==> config.mk <==
export PLATFORM = sky130hd
export DESIGN_NAME = xlat_arbiter
export DESIGN_NICKNAME = d
export VERILOG_FILES = /design/src/rtl/xlat_arbiter.sv
export SDC_FILE = /design/constraint.sdc
export NUM_CORES = 1
export LEC_CHECK = 0
export CAP_MARGIN = 20
export CORE_MARGIN = 4
export CORE_UTILIZATION = 40
export DETAILED_ROUTE_END_ITERATION = 8
export PLACE_DENSITY = 0.88
export SLEW_MARGIN = 5
export SYNTH_ARGS = -nofsm -noshare
export SYNTH_HDL_FRONTEND = slang
export SYNTH_SLANG_ARGS = --single-unit
export TNS_END_PERCENT = 10
==> constraint.sdc <==
create_clock -name clk -period 3.9 [get_ports clk]
set_input_delay 0.39 -clock clk [delete_from_list [all_inputs] [get_ports clk]]
set_output_delay 0.39 -clock clk [all_outputs]
set_load 0.05 [all_outputs]
==> src/rtl/xlat_arbiter.sv <==
// xlat_arbiter: shares one fixed-mapping MIPS address translator between the
// instruction-fetch (I) and data-memory (D) ports. Each cycle it accepts at
// most one request, chosen round-robin between contending ports. Each result
// is held in a one-entry response slot per port, with a valid/ready handshake.
module xlat_arbiter #(
    parameter int ADDR_W  = 32,
    parameter bit D_FIRST = 1'b1
) (
    input  logic              clk,
    input  logic              reset,
    input  logic              flush,

    input  logic              i_req_valid,
    input  logic [ADDR_W-1:0] i_req_vaddr,
    input  logic              i_req_user,
    output logic              i_req_ready,
    output logic              i_resp_valid,
    input  logic              i_resp_ready,
    output logic [ADDR_W-1:0] i_resp_paddr,
    output logic              i_resp_uncached,
    output logic              i_resp_adel,

    input  logic              d_req_valid,
    input  logic [ADDR_W-1:0] d_req_vaddr,
    input  logic              d_req_user,
    output logic              d_req_ready,
    output logic              d_resp_valid,
    input  logic              d_resp_ready,
    output logic [ADDR_W-1:0] d_resp_paddr,
    output logic              d_resp_uncached,
    output logic              d_resp_adel
);

    typedef enum logic {SLOT_EMPTY, SLOT_FULL} slot_t;
    typedef enum logic {WIN_I, WIN_D} win_t;

    slot_t i_slot, d_slot;
    win_t  last_winner;

    logic              i_elig, d_elig, grant_i, grant_d, contended;
    logic [ADDR_W-1:0] sel_vaddr, x_paddr;
    logic              sel_user, x_uncached, x_adel;

    // Eligibility and round-robin grant. This logic depends only on valid,
    // slot state, resp_ready, flush and reset; it never depends on an address.
    always_comb begin
        // NOTE: every signal driven here gets a value on every path, so no latch is inferred.
        i_elig    = 1'b0;
        d_elig    = 1'b0;
        grant_i   = 1'b0;
        grant_d   = 1'b0;
        contended = 1'b0;
        if (!reset) begin
            i_elig = !flush && i_req_valid && (i_slot == SLOT_EMPTY || i_resp_ready);
            d_elig = d_req_valid && (d_slot == SLOT_EMPTY || d_resp_ready);
        end
        contended = i_elig && d_elig;
        grant_d   = d_elig && (!i_elig || last_winner == WIN_I);
        grant_i   = i_elig && !grant_d;
    end

    assign i_req_ready = grant_i;
    assign d_req_ready = grant_d;

    // Fixed-mapping translation of whichever request was granted.
    // kseg0 and kseg1 (vaddr[31:30] == 2'b10) drop the top three bits.
    always_comb begin
        sel_vaddr  = grant_d ? d_req_vaddr : i_req_vaddr;
        sel_user   = grant_d ? d_req_user  : i_req_user;
        x_paddr    = sel_vaddr;
        if (sel_vaddr[ADDR_W-1 -: 2] == 2'b10)
            x_paddr = {3'b000, sel_vaddr[ADDR_W-4:0]};
        x_uncached = (sel_vaddr[ADDR_W-1 -: 3] == 3'b101);
        x_adel     = sel_user && sel_vaddr[ADDR_W-1];
    end

    // I result slot: a flush empties it unconditionally; otherwise an accept
    // fills it, and a consume with no accept drains it.
    always_ff @(posedge clk or posedge reset) begin
        // NOTE: sequential state uses non-blocking assignments so every register samples pre-edge values.
        if (reset) begin
            i_slot          <= SLOT_EMPTY;
            i_resp_paddr    <= '0;
            i_resp_uncached <= 1'b0;
            i_resp_adel     <= 1'b0;
        end else if (flush) begin
            i_slot <= SLOT_EMPTY;
        end else if (grant_i) begin
            i_slot          <= SLOT_FULL;
            i_resp_paddr    <= x_paddr;
            i_resp_uncached <= x_uncached;
            i_resp_adel     <= x_adel;
        end else if (i_slot == SLOT_FULL && i_resp_ready) begin
            i_slot <= SLOT_EMPTY;
        end
    end

    // D result slot: same as the I slot, but flush does not affect it.
    always_ff @(posedge clk or posedge reset) begin
        if (reset) begin
            d_slot          <= SLOT_EMPTY;
            d_resp_paddr    <= '0;
            d_resp_uncached <= 1'b0;
            d_resp_adel     <= 1'b0;
        end else if (grant_d) begin
            d_slot          <= SLOT_FULL;
            d_resp_paddr    <= x_paddr;
            d_resp_uncached <= x_uncached;
            d_resp_adel     <= x_adel;
        end else if (d_slot == SLOT_FULL && d_resp_ready) begin
            d_slot <= SLOT_EMPTY;
        end
    end

    // Round-robin history. It advances only when both ports contended.
    always_ff @(posedge clk or posedge reset) begin
        if (reset)
            last_winner <= D_FIRST ? WIN_I : WIN_D;
        else if (contended)
            last_winner <= grant_d ? WIN_D : WIN_I;
    end

    assign i_resp_valid = (i_slot == SLOT_FULL);
    assign d_resp_valid = (d_slot == SLOT_FULL);

endmodule

* Word-level counts from Yosys, hierarchy flattened *
Cells that the tools add are included.

storage, ports and cells
  bits in registers = 71
  bits of input ports = 73
  output and inout port bits = 72
  word-level logic and storage cells = 44

operators by class
  equality and inequality tests = 2
  multiplexer cells = 11
  bitwise logic cells = 4
  reduce and logical (&&, ||, !) cells = 18

operator list
  operator            count
  $mux 32             2
  $logic_and 1x1->1   9
  $mux 1              9
  $not 1->1           4
  $eq 3x3->1 const B  1
  $logic_not 1->1     3
  $logic_or 1x1->1    3
  $reduce_bool 3->1   1
  $eq 2x2->1 const B  1
  $reduce_and 2->1    1
  $reduce_bool 2->1   1

* Logic depth before layout (Yosys ltp) *
  word-level depth = 11
  depth in mapped cells = 6
  gate-level depth less buffers = 4

* Worst setup path after synthesis *
No wires, ideal clock.

  path type = input port to output port
  from = in reset
  to = out i_req_ready
  arrival time = 3.045 ns
  required time = 3.510 ns
  slack = 0.465 ns
  stages = 4
  buffers on the path = 1
  cell sequence = inv_1 > o211ai_2 > buf_2 > inv_1

on the way
  cells in the longest elaborated chain, start to end = 6
  elaborated cells on any way between the ends = 7
  those cells by class = mux (2); reduce/logical (5)

ends and longest elaborated chain
  what                 RTL line  RTL
  from (decl)          10        input logic reset,
  $mux 1               53        if (!reset) begin
  $logic_not 1->1      58        grant_d = d_elig && (!i_elig || last_winner == WIN_I);
  $logic_or 1x1->1     58
  $logic_and 1x1->1    58
  $logic_not 1->1      59        grant_i = i_elig && !grant_d;
  $logic_and 1x1->1 *  59
  to (decl)            16        output logic i_req_ready,

Every way passes the cells marked *; elsewhere a longest branch is shown, timed or not.

* Worst setup path after layout *
  from = in i_resp_ready
  to = out d_req_ready

on the way
  cells in the longest elaborated chain, start to end = 6

ends and longest elaborated chain
  what               RTL line  RTL
  from (decl)        18        input logic i_resp_ready,
  $logic_or 1x1->1   54        i_elig = !flush && i_req_valid && (i_slot == SLOT_EMPTY || i_resp_ready);
  $logic_and 1x1->1  54
  $mux 1             53
  $logic_not 1->1    58
  $logic_or 1x1->1   58
  $logic_and 1x1->1  58
  to (decl)          26        output logic d_req_ready,

Every way passes these cells.

==> summary.txt <==
placed cell count: 411
Final Max Tran Viols: 0
fmax: 0.363 GHz
Final Non-Filler Cells: 427
# IOs: 145
Reg clk slew, reported paths: 70 ps
Mapped Cells: 175
P per Cell Area: 703 nW/um^2
Die W: 92.8 um
CTS Buf Count: 9
area taken by multi-input logic gates: 985 um^2
DR iter-0 viols: 31
postcts setup bufs: 0
final WL: 7030 um
synthesized area: 2870 um^2
hold buffers post-CTS: 0
worst setup path category: input port to output pin
RSZ-0062 raised after global routing: false
fraction of layout cells with a size suffix above 1: 26.0%
IO Port Bufs: 144
# fillers: 518
clock tree buffer depth: 2
crit path cell chain: clkdlybuf4s50_1 -> nand2b_4 -> and3b_4 -> a211o_2 -> inv_1 -> clkdlybuf4s50_1
antenna violations before repair: 0
CP endpoint kind: output pin
Pleak: 0.00205 uW
Syn Area/Cell: 16.4 um^2
CTS H-tree depth: 3
Netlist cell types: 18
WL/cell: 16.5 um
Final Power: 3200 uW
arrival time worst endpoint: 2370 ps
pin count of the biggest net entering global routing: 72
P&R area growth vs syn: 58.3%
crit path time final: 2760 ps
CP max stage delay: 820 ps
die footprint: 8610 um^2
Row Count: 30
Seq. cell area: 1780 um^2
number of nets in the layout: 399
Yosys reg bits: 71
Die Y: 92.8 um
Hold WC Path Type: register to register
final global-route overflow total: 0
most common cell after layout, fill and taps aside: clkdlybuf4s50_1
commonest non-fill, non-tap cells in the layout: 144 x clkdlybuf4s50_1, 71 x dfrtp_1, 37 x mux2_2
grt peak-use layer: met2
vias in the first global route: 2,276
peak supply drop: 354 uV
post_cts resized: 0
warnings from Yosys: 0
global-route wire length before repair: 11,400 um
Placer Congestion: 0.726
Relative slew margins: 41.9%
Setup Skew: 7.98 ps
final setup fails: 0
CP Data Required Time: 3510 ps
Final period util: 70.7%
routing usage on met1: 19.3%
Initial Utilization: 41.8%
GR Util met2: 30.6%
clock sinks: 71
CP Max Fanout: 3
overall routing resource usage: 17.0%
Fin Setup TNS: 0 ps
# DRC: 0
Skew-Pair Late Insertion Delay: 330 ps
DR vias: 1,936
root buffer cell: clkbuf_8
Core Area: 6870 um^2
syn_nets: 248
endpoints failing hold: 0
post-synthesis sequential area ratio: 61.8%
HPWL after DPL: 5310 um
post-route ant nets: 0
MaxCap Viol Count: 0
CTS tree: done
Top FF cell, synth: dfrtp_1
CP max-delay cell: clkdlybuf4s50_1
Post-synth EDFFs: 0
CP Launch Type: input port
met3 Usage GRT: 5.28%
diodes inserted: 0
fraction of registers with async set/reset: 100%
drt via density: 4.53
worst slew pin tran: 871 ps
outcome: complete, no violations
first-pass iteration count of the detailed router: 3
most frequent cell on the critical path: clkdlybuf4s50_1
-- logic make-up (layout without fill, tap and decap cells) --
logic type | Yosys count | after routing | share of synthesized area [%]
flops | 71 | 71 | 61.8
mux | 68 | 68 | 29.6
buf+inv | 18 | 174 | 4.27
simple gates | 12 | 12 | 2.70
compound gates | 5 | 5 | 1.26
xor+xnor | 1 | 1 | 0.305
-- final cells by class --
cell class	count	area share, %
clock buffer	9	2.72
clock inverter	7	0.880
tap	96	2.64
sequential	71	39.0
inverter	11	0.907
multi-input combinational	86	21.6
timing repair buffer	147	32.2
-- worst paths after layout --
| check | startpoint | slack, ps | to | cells after the start |
|---|---|---|---|---|
| min in group asynchronous | reset | 740 | last_winner$_DFFE_PP0P_ | 3 |
| max in group asynchronous | reset | 2590 | i_resp_paddr[29]$_DFFE_PP0P_ | 3 |
| setup reg to reg | i_resp_valid$_DFFE_PP0P_ | 2020 | d_resp_uncached$_DFFE_PP0N_ | 5 |
| hold reg to reg | i_resp_paddr[24]$_DFFE_PP0P_ | 500 | i_resp_paddr[24]$_DFFE_PP0P_ | 1 |
| setup / recovery | i_resp_ready | 1140 | d_req_ready | 6 |
| hold / removal | i_resp_paddr[24]$_DFFE_PP0P_ | 500 | i_resp_paddr[24]$_DFFE_PP0P_ | 1 |
-- worst max-delay path: cells and delay by family --
family | cells | cell delay (ps)
AND/OR/NAND/NOR | 2 | 340
buffers and inverters | 3 | 1290
AO/OA/AOI/OAI | 1 | 340
-- where the power goes --
part	leakage [uW]	switching (uW)	total, uW	internal (uW)
Combinational	0.00112	999	1630	627
Clock	0.0000846	270	494	225
Sequential	0.000844	121	1080	955
-- sequential cells by signal, indices dropped and copies added, names as in the netlist --
signal / cells
d_resp_adel: 1
d_resp_paddr: 32
i_resp_paddr: 32
d_resp_valid: 1
i_resp_uncached: 1
i_resp_valid: 1
d_resp_uncached: 1
last_winner: 1
i_resp_adel: 1
-- synthesized netlist by cell type (2+ instances only) --
master / count / share of area (%)
inv_1: 11 / 1.4
buf_2: 3 / 0.52
buf_12: 2 / 1.4
nand2_1: 6 / 0.78
mux2_2: 37 / 14
nor3b_1: 3 / 0.78
mux2i_1: 6 / 2.1
mux2_4: 25 / 13
dfrtp_1: 71 / 62
o21ai_0: 3 / 0.52
-- routing by layer --
metal	share of wire, %	vias to the layer above	routed length, um
li1	-	897	-
met1	37	955	2610
met2	54	74	3810
met3	7.3	10	514
met4	1.3	0	91
met5	0	-	0
-- through the flow --
stage	hold WS, ps	util (%)	setup slack (ps)	cell area [um^2]
after floorplan	482	-	465	2870
after global placement	485	63.9	1120	4390
after detailed placement	494	63.9	1160	4390
after CTS	511	66.2	1130	4550
after global routing	531	66.2	1080	4550
final	504	66.2	1140	4550
Power figures use the tool's default switching activity.
==> RTL edit 1, RTL diff (config.mk and constraints unchanged) <==
The parameter `D_FIRST` goes from 1'b1 to 1'b0.
--- a/src/rtl/xlat_arbiter.sv
+++ b/src/rtl/xlat_arbiter.sv
@@ -4,7 +4,7 @@
 // is held in a one-entry response slot per port, with a valid/ready handshake.
 module xlat_arbiter #(
     parameter int ADDR_W  = 32,
-    parameter bit D_FIRST = 1'b1
+    parameter bit D_FIRST = 1'b0
 ) (
     input  logic              clk,
     input  logic              reset,
Check against the original RTL: not equivalent (Yosys sat finds a counterexample within 4 cycles, from zero or initial values and one cycle with reset high).
==> RTL edit 1 against the original RTL <==
Worst setup slack better by 0.0010 ns. Area after synthesis barely moved. Synthesized cell count did not move. Power up 4.2%. Sequential cell count did not move. Fmax about the same. Design area grew 1.1%. Clock power increased by 26%. Wire length decreased by 0.46%. Core utilization increased by 0.36 points. Critical path type unchanged. Critical endpoint unchanged.
==> RTL edit 1: results <==
export IMPL_synth_sequential_area_ratio=0.618
export IMPL_dr_wl_met2_um=3810
export IMPL_fillerInstances=536
export IMPL_grt_first_pass_wirelength_um=11200
export IMPL_wl_per_cell_um=16.4
export IMPL_routabilityCongestion=0.731
export IMPL_irDropWorstVdd_v=0.000296
export IMPL_switching_power_w=0.00139
export IMPL_clk_share=0.0462
export IMPL_dominant_combinational_cell_family_by_area_after_synthesis="multiplexers"
export IMPL_grt_start_max_net_pins=72
export IMPL_routedLengthMet1_um=2550
export IMPL_insertion_delay_ns=0.33
export IMPL_area_growth_synth_to_final_pct=60.0
export IMPL_synth_async_sr_flop_share=1.00
export IMPL_synth_cells_most_frequent="sky130_fd_sc_hd__dfrtp_1 (70), sky130_fd_sc_hd__mux2_2 (37), sky130_fd_sc_hd__mux2_4 (25)"
export IMPL_post_synthesis_xor_xnor_area_fraction=0.00305
export IMPL_cpPeakStageDelay_ns=0.82
export IMPL_hold_ws_ns=0.505
export IMPL_cell_types_occupying_the_most_area_after_synthesis="sky130_fd_sc_hd__dfrtp_1 (61%), sky130_fd_sc_hd__mux2_2 (14%), sky130_fd_sc_hd__mux2_4 (13%)"
export IMPL_power_share_clock=0.187
export IMPL_grt_most_used_layer="met2"
export IMPL_clock_skew_after_layout_ns=0.0112
export IMPL_number_of_antenna_violations_at_the_first_check_in_global_routing=0
export IMPL_clock_tree_buffer_depth=2
export IMPL_dr_first_iter_drc_count=33
export IMPL_gr_usage_met3=0.0536
export IMPL_setup_reg_to_reg_worst_slack_ns=2.02
export IMPL_nClkBuffers=10
export IMPL_netlist_area_mm2=0.00288
export IMPL_detailedRoute_firstPassIterationCount=3
export IMPL_distinct_cell_type_count_of_the_synthesized_netlist=19
export IMPL_sh_seq_area=0.386
export IMPL_layout_non_clock_buffers=147
export IMPL_leakagePower_nw=2.07
export IMPL_max_slew_headroom=0.415
export IMPL_fraction_of_area_in_non_clock_buffers=0.318
export IMPL_detailedPlacementHpwl_um=5290
export IMPL_post_synth_mux_area_share=0.296
export IMPL_avgViaCountPerCell=4.58
export IMPL_syn_mean_instance_area_um2=16.4
export IMPL_via_count_of_the_first_global_routing_pass=2258
export IMPL_detailroute_wirelength_met3_um=531
export IMPL_synth_compound_area_share=0.0126
export IMPL_post_route_drc_count=0
export IMPL_ctsHtreeMaxLevel=3
export IMPL_groute_layer_met1_usage=0.182
export IMPL_pg_seq_w=0.00108
export IMPL_dpl_cell_area_mm2=0.00439
export IMPL_cts_num_sinks=71
export IMPL_final_cell_count_no_fill=427
export IMPL_run_status="completed"
export IMPL_gr_usage_met2=0.301
export IMPL_track_usage=0.167
[RTL edit 1: path summary, 6_finish.rpt]
kind / to / startpoint / depth (start not counted)
setup / recovery: d_req_ready / i_resp_ready / 6
setup reg to reg: d_resp_paddr[25]$_DFFE_PP0N_ / i_resp_valid$_DFFE_PP0P_ / 5
max in group asynchronous: d_resp_paddr[13]$_DFFE_PP0N_ / reset / 3
hold reg to reg: i_resp_paddr[28]$_DFFE_PP0P_ / i_resp_paddr[28]$_DFFE_PP0P_ / 1
min in group asynchronous: d_resp_paddr[5]$_DFFE_PP0N_ / reset / 3
hold / removal: i_resp_paddr[28]$_DFFE_PP0P_ / i_resp_paddr[28]$_DFFE_PP0P_ / 1
[RTL edit 1: stage by stage]
step,setup slack (ns),power (W),utilization
final,1.14,0.00333,0.666
after global routing,1.07,0.00347,0.666
after CTS,1.12,0.00337,0.666
after detailed placement,1.13,0.00273,0.635
after global placement,1.13,0.00269,0.635
after floorplan,0.466,0.00214,-
==> RTL edit 2, RTL diff (config.mk and constraints unchanged) <==
Without the edit above. Make the reset (`reset`) synchronous in 3 clocked blocks.
--- a/src/rtl/xlat_arbiter.sv
+++ b/src/rtl/xlat_arbiter.sv
@@ -76,7 +76,7 @@
 
     // I result slot: a flush empties it unconditionally; otherwise an accept
     // fills it, and a consume with no accept drains it.
-    always_ff @(posedge clk or posedge reset) begin
+    always_ff @(posedge clk) begin
         // NOTE: sequential state uses non-blocking assignments so every register samples pre-edge values.
         if (reset) begin
             i_slot          <= SLOT_EMPTY;
@@ -96,7 +96,7 @@
     end
 
     // D result slot: same as the I slot, but flush does not affect it.
-    always_ff @(posedge clk or posedge reset) begin
+    always_ff @(posedge clk) begin
         if (reset) begin
             d_slot          <= SLOT_EMPTY;
             d_resp_paddr    <= '0;
@@ -113,7 +113,7 @@
     end
 
     // Round-robin history. It advances only when both ports contended.
-    always_ff @(posedge clk or posedge reset) begin
+    always_ff @(posedge clk) begin
         if (reset)
             last_winner <= D_FIRST ? WIN_I : WIN_D;
         else if (contended)
Formal check against the unedited RTL: differs if reset is asserted again (counterexample within 4 cycles, from zero or initial values and one cycle with reset high); with reset held inactive, the same outputs for 10 cycles.
==> RTL edit 2 against the original RTL <==
Via count grew 44%. Sequential cell count is the same. Core utilization shrank 0.33 points. Worst setup slack lost 0.13 ns. Register-to-register slack lost 0.21 ns. Clock skew is essentially flat. Critical path depth is the same. Design area shrank 1.0%. Wire length grew 20%. First-iteration DRC count grew to 5.0 times the old value. Area after synthesis shrank 2.1%.
Power is not compared: it rests on default switching activity, and its combinational part moved more than twofold at a synthesized area within 25%.
==> RTL edit 2: results <==
export IMPL_irDropWorstVdd_v=0.000191
export IMPL_pre_cts_slack_ns=1.04
export IMPL_detailedRoute_firstPassIterationCount=4
export IMPL_run_status="completed"
export IMPL_setup_reg_to_reg_worst_slack_ns=1.81
export IMPL_cell_types_occupying_the_most_area_after_synthesis="sky130_fd_sc_hd__dfxtp_1 (51%), sky130_fd_sc_hd__a31o_2 (9.3%), sky130_fd_sc_hd__o21ai_0 (6.8%)"
export IMPL_worst_hold_path_type="reg2reg"
export IMPL_dpl_cell_area_mm2=0.00426
export IMPL_dr_first_iter_drc_count=156
export IMPL_fillerInstances=564
export IMPL_syn_instance_count=301
export IMPL_critical_path_top_cell_by_count="sky130_fd_sc_hd__nand2_2"
export IMPL_synth_sequential_area_ratio=0.505
export IMPL_dp_cells=514
export IMPL_post_route_cells_drive_above_1_share=0.195
export IMPL_hold_ws_ns=0.476
export IMPL_detailedPlacementHpwl_um=5780
export IMPL_synth_cells_most_frequent="sky130_fd_sc_hd__dfxtp_1 (71), sky130_fd_sc_hd__o21ai_0 (38), sky130_fd_sc_hd__a21oi_1 (35)"
export IMPL_tightest_slew_ns=0.658
export IMPL_crit_path_max_fanout=35
export IMPL_grt_first_pass_wirelength_um=13600
export IMPL_final_net_count=504
export IMPL_final_period_utilization=0.739
export IMPL_grt_start_max_net_pins=40
export IMPL_post_route_drc_count=0
export IMPL_cp_arrival_ns=2.49
export IMPL_routabilityCongestion=0.759
export IMPL_synth_fp_nets=374
export IMPL_route_vias_total=2787
export IMPL_track_usage=0.196
export IMPL_distinct_cell_type_count_of_the_synthesized_netlist=34
export IMPL_synth_async_sr_flop_share=0
export IMPL_cpPeakStageDelay_ns=0.62
export IMPL_avgViaCountPerCell=5.24
export IMPL_reg_largest_list="d_resp_paddr x32, i_resp_paddr x32"
export IMPL_cp_top_family="simple AND/OR/NAND/NOR gates"
export IMPL_wl_per_cell_um=15.9
export IMPL_critPathSlowestCell="sky130_fd_sc_hd__nand2_2"
export IMPL_clock_skew_after_layout_ns=0.00762
==> RTL edit 2: cell count changes in the layout (fill, tap and decap cells not counted), moves of 6 or more <==
cell and change:
sky130_fd_sc_hd__dfxtp_1 +71, sky130_fd_sc_hd__o21ai_0 +35, sky130_fd_sc_hd__and3_2 +20, sky130_fd_sc_hd__nand3_1 +30
sky130_fd_sc_hd__mux2_2 -37, sky130_fd_sc_hd__a31o_2 +30, sky130_fd_sc_hd__dfrtp_1 -71, sky130_fd_sc_hd__mux2_4 -25
sky130_fd_sc_hd__and3_1 +11, sky130_fd_sc_hd__inv_1 -7, sky130_fd_sc_hd__mux2i_1 -6, sky130_fd_sc_hd__a21oi_1 +35
==> RTL edit 2: power by group through the flow <==
| stage | Clock [W] | Combinational (W) | Sequential, W |
|---|---|---|---|
| 2_1_floorplan | 0 | 0.0000985 | 0.000924 |
| 3_3_place_gp | 0 | 0.000387 | 0.000797 |
| 3_5_place_dp | 0 | 0.000392 | 0.000798 |
| 4_1_cts | 0.000593 | 0.000394 | 0.000781 |
| 5_1_grt | 0.000623 | 0.000418 | 0.000786 |
| 6_report | 0.000584 | 0.000398 | 0.000782 |
==> RTL edit 2: routing by layer <==
layer,GRT usage,routed length [µm],vias to the layer above
li1,-,-,1359
met1,0.242,3560,1318
met2,0.333,4270,95
met3,0.0377,418,15
met4,0.0842,209,0
met5,0,0,-
==> RTL edit 2: cells by family (layout without fill, tap and decap cells) <==
| group | after synthesis | in the layout | synth area share |
|---|---|---|---|
| buffers and inverters | 35 | 170 | 0.0587 |
| DFF | 71 | 71 | 0.505 |
| and+or+nand+nor | 85 | 85 | 0.192 |
| AOI/OAI and AO/OA | 110 | 110 | 0.244 |
==> RTL edit 2: final cells by class <==
| type | instances | area [µm²] | area share |
|---|---|---|---|
| Multi-Input combinational cell | 195 | 1230 | 0.273 |
| Inverter | 4 | 15.0 | 0.00333 |
| Timing Repair Buffer | 150 | 1520 | 0.338 |
| Clock buffer | 10 | 138 | 0.0306 |
| Clock inverter | 6 | 60.1 | 0.0133 |
| Tap cell | 96 | 120 | 0.0267 |
| Sequential cell | 71 | 1420 | 0.316 |
==> RTL edit 2: path summary, 6_finish.rpt <==
| kind | cells after the start | start | to |
|---|---|---|---|
| worst max-delay path | 6 | flush | d_req_ready |
| worst max register to register | 5 | last_winner$_SDFFE_PP0P_ | d_resp_valid$_SDFFE_PP0P_ |
| worst min-delay path | 2 | i_resp_paddr[24]$_SDFFE_PP0P_ | i_resp_paddr[24]$_SDFFE_PP0P_ |
| worst min register to register | 2 | i_resp_paddr[24]$_SDFFE_PP0P_ | i_resp_paddr[24]$_SDFFE_PP0P_ |
